`src/rtl/rca_arbiter.sv`:
```
// rca_arbiter: two-requester round-robin arbiter in front of a shared 4-bit ripple-carry adder, one slice per cycle
module rca_arbiter #(
    parameter int NIB = 4
) (
    input  logic             clk,
    input  logic             rst,
    input  logic             req0,
    input  logic [4*NIB-1:0] a0,
    input  logic [4*NIB-1:0] b0,
    input  logic             cin0,
    input  logic             req1,
    input  logic [4*NIB-1:0] a1,
    input  logic [4*NIB-1:0] b1,
    input  logic             cin1,
    output logic             gnt0,
    output logic             gnt1,
    output logic             busy,
    output logic             valid,
    output logic [4*NIB-1:0] sum,
    output logic             cout,
    output logic             id
);
    localparam int W = 4 * NIB;
    localparam logic [2:0] LAST = 3'(NIB - 1);
    typedef enum logic [1:0] {IDLE, RUN, DONE} state_t;
    state_t state_q, state_d;
    logic [W-1:0] a_q, a_d, b_q, b_d, sum_q, sum_d;
    logic [2:0] cnt_q, cnt_d;
    logic carry_q, carry_d, cout_q, cout_d, own_q, own_d, id_q, id_d, prio_q, prio_d;
    logic gnt0_q, gnt0_d, gnt1_q, gnt1_d, valid_q, valid_d;
    logic take, pick, co;
    logic [3:0] sa, sb, ss;
    // prio_q names the requester that wins a tie; it always points away from the last one served
    always_comb begin
        take = (state_q == IDLE) && (req0 || req1);
        pick = (req0 && req1) ? prio_q : req1;
    end
    // state register
    always_ff @(posedge clk or posedge rst) begin
        if (rst) state_q <= IDLE;
        else     state_q <= state_d;
    end
    // next state: a grant starts RUN, the last slice moves to DONE, DONE always returns to IDLE
    always_comb begin
        state_d = (state_q == IDLE) ? (take ? RUN : IDLE)
                : (state_q == RUN)  ? ((cnt_q == LAST) ? DONE : RUN)
                : IDLE;
    end
    // the one shared 4-bit ripple-carry adder: four chained full adders on the current slice
    always_comb begin
        logic cy;
        sa = a_q[{cnt_q, 2'b00} +: 4];
        sb = b_q[{cnt_q, 2'b00} +: 4];
        cy = carry_q;
        for (int i = 0; i < 4; i++) begin
            ss[i] = sa[i] ^ sb[i] ^ cy;
            cy    = (sa[i] & sb[i]) | (cy & (sa[i] ^ sb[i]));
        end
        co = cy;
    end
    // datapath next values: latch operands on grant, write one sum slice per RUN cycle
    always_comb begin
        a_d     = a_q;
        b_d     = b_q;
        sum_d   = sum_q;
        cnt_d   = cnt_q;
        carry_d = carry_q;
        cout_d  = cout_q;
        own_d   = own_q;
        id_d    = id_q;
        prio_d  = prio_q;
        gnt0_d  = take && !pick;
        gnt1_d  = take && pick;
        valid_d = (state_q == RUN) && (cnt_q == LAST);
        if (take) begin
            a_d     = pick ? a1 : a0;
            b_d     = pick ? b1 : b0;
            carry_d = pick ? cin1 : cin0;
            cnt_d   = 3'd0;
            own_d   = pick;
            prio_d  = !pick;
        end
        if (state_q == RUN) begin
            sum_d[{cnt_q, 2'b00} +: 4] = ss;
            carry_d = co;
            cnt_d   = cnt_q + 3'd1;
            cout_d  = (cnt_q == LAST) ? co : cout_q;
            id_d    = (cnt_q == LAST) ? own_q : id_q;
        end
    end
    // datapath registers; reset aborts any operation in flight
    always_ff @(posedge clk or posedge rst) begin
        if (rst) begin
            a_q     <= '0;
            b_q     <= '0;
            sum_q   <= '0;
            cnt_q   <= 3'd0;
            carry_q <= 1'b0;
            cout_q  <= 1'b0;
            own_q   <= 1'b0;
            id_q    <= 1'b0;
            prio_q  <= 1'b0;
            gnt0_q  <= 1'b0;
            gnt1_q  <= 1'b0;
            valid_q <= 1'b0;
        end else begin
            a_q     <= a_d;
            b_q     <= b_d;
            sum_q   <= sum_d;
            cnt_q   <= cnt_d;
            carry_q <= carry_d;
            cout_q  <= cout_d;
            own_q   <= own_d;
            id_q    <= id_d;
            prio_q  <= prio_d;
            gnt0_q  <= gnt0_d;
            gnt1_q  <= gnt1_d;
            valid_q <= valid_d;
        end
    end
    // outputs
    always_comb begin
        busy  = state_q != IDLE;
        gnt0  = gnt0_q;
        gnt1  = gnt1_q;
        valid = valid_q;
        sum   = sum_q;
        cout  = cout_q;
        id    = id_q;
    end
endmodule

```
`config.mk`:
```
export PLATFORM = sky130hd
export DESIGN_NAME = rca_arbiter
export DESIGN_NICKNAME = d
export VERILOG_FILES = /design/src/rtl/rca_arbiter.sv
export SDC_FILE = /design/constraint.sdc
export NUM_CORES = 1
export LEC_CHECK = 0
export BUFFER_PORTS_ARGS = -buffer_cell sky130_fd_sc_hd__buf_4
export CORE_UTILIZATION = 51
export DETAILED_ROUTE_END_ITERATION = 8
export GPL_ROUTABILITY_DRIVEN = 0
export PLACE_DENSITY = 0.79
export SETUP_SLACK_MARGIN = 0.05
export SYNTH_ARGS = -nofsm -noshare
export SYNTH_HDL_FRONTEND = slang
export SYNTH_SLANG_ARGS = --single-unit
```
`constraint.sdc`:
```
create_clock -name clk -period 4.1 [get_ports clk]
set_input_delay 0 -clock clk [delete_from_list [all_inputs] [get_ports clk]]
set_output_delay 0 -clock clk [all_outputs]
set_load 0.05 [all_outputs]
```
; Word-level counts from Yosys, hierarchy flattened
; Cells that the tools add are included.
[word_totals]
regBits = 61
input_bits = 70
out_inout_bits = 22
elab_cells = 65
[op_classes]
n_addsub = 2
eq_ne = 2
shifts = 4
mux = 13
bitwise = 20
n_reduce_logical = 11
[op_table]
columns = operator, n
row1 = 16-bit two-way mux, 2
row2 = 16-bit by 6-bit variable part select with 4-bit output, 2
row3 = 16-bit bitwise mux, 1
row4 = "4-bit by 7-bit variable shift with 16-bit output, first input constant", 1
row5 = 4-bit by 7-bit variable part select with 16-bit output, 1
row6 = 1-bit bitwise AND, 8
row7 = 1-bit bitwise XOR, 8
row8 = 5-bit negator with 7-bit output, 1
row9 = 2-bit two-way mux, 3
row10 = 3-bit two-way mux, 2
row11 = 1-bit logical AND, 5
row12 = 1-bit two-way mux, 5
row13 = 1-bit bitwise OR, 4
row14 = 2-bit nonzero test, 2
row15 = "3-bit by 1-bit adder with 3-bit output, second input constant", 1
row16 = "3-bit by 2-bit == test with 1-bit output, second input constant", 1
row17 = "2-bit by 1-bit == test with 1-bit output, second input constant", 1
row18 = 2-bit zero test, 1
row19 = 2-bit AND reduction, 1
row20 = 1-bit zero test, 1
row21 = 1-bit logical OR, 1

; Logic depth before layout (Yosys ltp)
[logic_depth]
ltp_word = 11
depth_mapped = 12
ltp_nobuf = 10

; Least setup slack after synthesis
; No wires, ideal clock.
[synth_path]
kind = register -> register
from = reg cnt_q[0]
to = reg sum_q[11] (netlist: sum[11])
setup_ps = 128
t_arrival_ps = 3014
t_required_ps = 3972
path_slack_ps = 958
stages_incl_launch_ff = 12
n_path_buf = 2
period_less_slack_ps = 3142
path_cell_list = dfrtp_1 buf_6 buf_6 mux4_2 and2_1 fa_1 fa_1 inv_1 fa_1 inv_1 fa_1 mux2_1
[synth_via]
elab_chain_cells = 11
word_cells_on_any_way = 23
cone_classes = add/sub: 1 / shift: 4 / mux: 1 / bitwise: 17
[synth_rtl]
columns = item, line
row1 = "start, declared", 28  ; logic [2:0] cnt_q, cnt_d;
row2 = "start signal, assigned", 110  ; cnt_q <= cnt_d;
row3 = "16-bit by 6-bit variable part select with 4-bit output, on equally long branches", "52, 53"
row4 = 1-bit bitwise XOR, "56, 57"
row5 = 1-bit bitwise AND, 57  ; cy = (sa[i] & sb[i]) | (cy & (sa[i] ^ sb[i]));
row6 = 1-bit bitwise OR, 57
row7 = 1-bit bitwise AND, 57
row8 = 1-bit bitwise OR, 57
row9 = 1-bit bitwise AND, 57
row10 = 1-bit bitwise OR, 57
row11 = 1-bit bitwise XOR, 56  ; ss[i] = sa[i] ^ sb[i] ^ cy;
row12 = 4-bit by 7-bit variable part select with 16-bit output, 84  ; sum_d[{cnt_q, 2'b00} +: 4] = ss;
row13 = 16-bit bitwise mux (*), 84
row14 = "end signal, assigned", 109  ; sum_q <= sum_d;
row15 = "end, declared", 27  ; logic [W-1:0] a_q, a_d, b_q, b_d, sum_q, sum_d;
; Every way passes the cells marked *; elsewhere a longest branch is shown, timed or not.
; A chain may end at the register's enable or synchronous reset.

; Worst setup path after layout
; Ends and elaborated chain as after synthesis.

==> impl_metrics.ini <==
[timing]
setup_ws_ns = 0.8929
fin_crit_sh = 0.7822
min_period_ns = 3.207
skew_ns = 0.006081
hold_violations = 0
setup_viol = 0
fmax_ghz = 0.3118
setup_tns_ns = 0
final_max_slew_viol_count = 0
rsz0062_at_grt = false
worstMarginPinSlew_ns = 1.173
slew_headroom = 0.2156

[cts]
clock-root-buffer = clkbuf_8
post_cts_buffers = 0
path_clk_slew_ns = 0.07
cts_buffer_depth = 2
cts.sinks = 61
clk_latency_ns = 0.34
cts_tree = done
cts_buffers = 9
htreeDepth = 3

[yosys]
synth_area_sq_um = 3010
yosys_warnings = 0
postSynthAreaPerCell_sq_um = 13.03
ys_seq_elements = 61
synth_cell_types = 33
synthCells = 231
ys_seq_area_frac = 0.5071
syn-num-nets = 309

[grt]
grt_pass1_vias = 2851
gr-total-overflow = 0
grtUsageTotal = 0.3136
antenna_found_initial = 0
grt_pass1_wl_mm = 14.17
grt_max_degree = 62

[finish]
finalCoreUtilization = 0.8211
area_growth_pct = 52.95
layout_commonest_cell = buf_4
nFillCells = 299
layout-drive-gt1-share = 0.3350
diodes = 0
layout.nets = 467
layout_common_cells = buf_4, dlygate4sd3_1, dfrtp_1, a221o_1, and2_1

[hold_path]
holdPathStages = 4
hold_class = in2reg

[drt]
first_pass_iters = 4
top_layer_used = met4
post-route-drc-count = 0
via_per_inst = 5.536
wl_met3_microns = 471
drt_iter0_drc = 146
wl_met1_mm = 3.337
num_vias = 2580
dr_wl_met2_mm = 4.630
avgRoutedWirePerCell_microns = 18.72
routed_wl_mm = 8.724
ant_nets = 0

[outcome]
outcome = finished clean

[floorplanning]
std_cell_rows = 27
start_util = 0.5368
design.die.area_sq_um = 6214
ios = 92
die_w_microns = 78.83
core-area_sq_um = 5608
die_h_microns = 78.83

[critical_path]
worstPathCellList = mux4_2 > and2_1 > fa_1 > fa_1 > inv_1 > fa_1 > inv_1 > fa_1 > mux2_1
cp_max_fo = 6
path_class = reg2reg
r2r_setup_slack_ns = 0.89
cpMostUsedCell = fa_1
r2r_cells = 9
crit_path_start_kind = flop
path_depth = 9
cp_top_family = adder cells
cp.arrival_ns = 3.43
critPathRequiredTime_ns = 4.32
max_stage_delay_ns = 0.53
path_buf_inv = 2
slowest_stage = dfrtp_1
cp-end-kind = flop

[place]
post-dp-hpwl_mm = 4.706
place_ws_ns = 0.8777
io_buffers = 91

[pwr]
peakVddDrop_v = 0.0005612
power_density_nw_per_um2 = 861.3
p_leak_nw = 2.187

[job]
maxCapViolCount = 0
==> cells by family after synthesis <==
group           Yosys count  share of synthesized area
buf+inv                  24                    0.05154
compound gates           49                     0.1471
mux                      21                     0.1076
flops                    61                     0.5071
fa+ha+maj                 8                    0.04323
simple gates             68                     0.1434
==> layer usage <==
metal / up-vias / track usage
met3: 28 / 0.08736
li1: 1166 / -
met5: - / 0
met1: 1283 / 0.3519
met4: 0 / 0.1455
met2: 103 / 0.5522
==> metrics by stage <==
step	hold slack, ns	power [mW]	std cells	instance area [sq um]
detailed placement	0.2330	2.938	384	3700
global route	0.004681	4.192	466	4604
global placement	0.2309	2.904	384	3700
CTS	0.004738	3.895	466	4604
finish	0.006582	3.966	466	4604
floorplan	0.1449	2.470	231	3010
==> sequential cells by signal (all words and copies together), names as in the netlist, 2 cells and up <==
register / flops
sum: 16
b_q: 16
state_q: 2
a_q: 16
cnt_q: 3
==> cell usage after synthesis <==
| library cell | number | area [sq um] |
|---|---|---|
| dfrtp_1 | 61 | 1526 |
| and2_0 | 9 | 56.30 |
| and2b_1 | 1 | 7.510 |
| o31ai_1 | 2 | 15.01 |
| or2b_1 | 1 | 7.510 |
| inv_1 | 8 | 30.03 |
| buf_2 | 4 | 20.02 |
| nor2b_1 | 1 | 6.260 |
| a221o_1 | 32 | 320.3 |
| o21ai_2 | 2 | 17.52 |
| and2_1 | 31 | 193.9 |
| ha_1 | 4 | 50.05 |
| nand3_1 | 3 | 15.01 |
| nand4_2 | 2 | 25.02 |
| mux2_1 | 11 | 123.9 |
| mux4_2 | 8 | 180.2 |
| fa_1 | 4 | 80.08 |
| clkbuf_1 | 3 | 11.26 |
| buf_6 | 8 | 90.09 |
| mux2i_1 | 2 | 20.02 |
| nand2b_1 | 3 | 18.77 |
| a211oi_4 | 1 | 20.02 |
| o21ai_1 | 3 | 15.01 |
| nand4b_2 | 1 | 15.01 |
| o21ai_0 | 5 | 25.02 |
| nor2_2 | 2 | 12.51 |
| inv_2 | 1 | 3.750 |
| nor2_1 | 2 | 7.510 |
| nor4_2 | 1 | 12.51 |
| a21o_1 | 2 | 15.01 |
| nor3_4 | 1 | 16.27 |
| nand2_1 | 10 | 37.54 |
| o211ai_1 | 2 | 15.01 |
==> cell type report <==
| type | instances | area [sq um] | share of cell area |
|---|---|---|---|
| Sequential cell | 61 | 1526 | 0.3315 |
| Tap cell | 72 | 90.09 | 0.01957 |
| Timing Repair Buffer | 162 | 1381 | 0.3000 |
| Multi-Input combinational cell | 146 | 1329 | 0.2886 |
| Clock buffer | 13 | 178.9 | 0.03886 |
| Inverter | 9 | 33.78 | 0.007337 |
| Clock inverter | 3 | 65.06 | 0.01413 |
==> worst paths after layout <==
path                                      start                    to
hold / removal                             req0  cnt_q[1]$_DFFE_PP0P_
setup reg to reg           cnt_q[0]$_DFFE_PP0P_   sum[11]$_DFFE_PP0P_
hold reg to reg               own_q$_DFFE_PP0P_     own_q$_DFFE_PP0P_
max in group asynchronous                   rst   a_q[11]$_DFFE_PP0P_
setup / recovery           cnt_q[0]$_DFFE_PP0P_   sum[11]$_DFFE_PP0P_
min in group asynchronous                   rst        gnt1$_DFF_PP0_
==> where the power goes <==
part           internal [mW]  leakage [nW]  switching, mW
logic                   1.07          1.31           1.15
registers              0.892         0.754          0.212
clock network          0.408         0.126          0.239
total                   2.37          2.19           1.60
==> worst reg2reg max path: cells and delay by family (launching register included) <==
kind                     cells  cell delay, ns
multiplexers                 2            0.84
AND/OR/NAND/NOR              1            0.18
adder cells (fa/ha/maj)      4            1.41
buffers and inverters        2            0.12
flip-flops                   1            0.53
==> repair_timing <==
| item | CTS | global route |
|---|---|---|
| gates resized for setup | 0 | 0 |
| hold buffers | 66 | 0 |
| hold endpoints to repair | 94 | 0 |
Note: power is estimated with default switching activity, not from simulation.
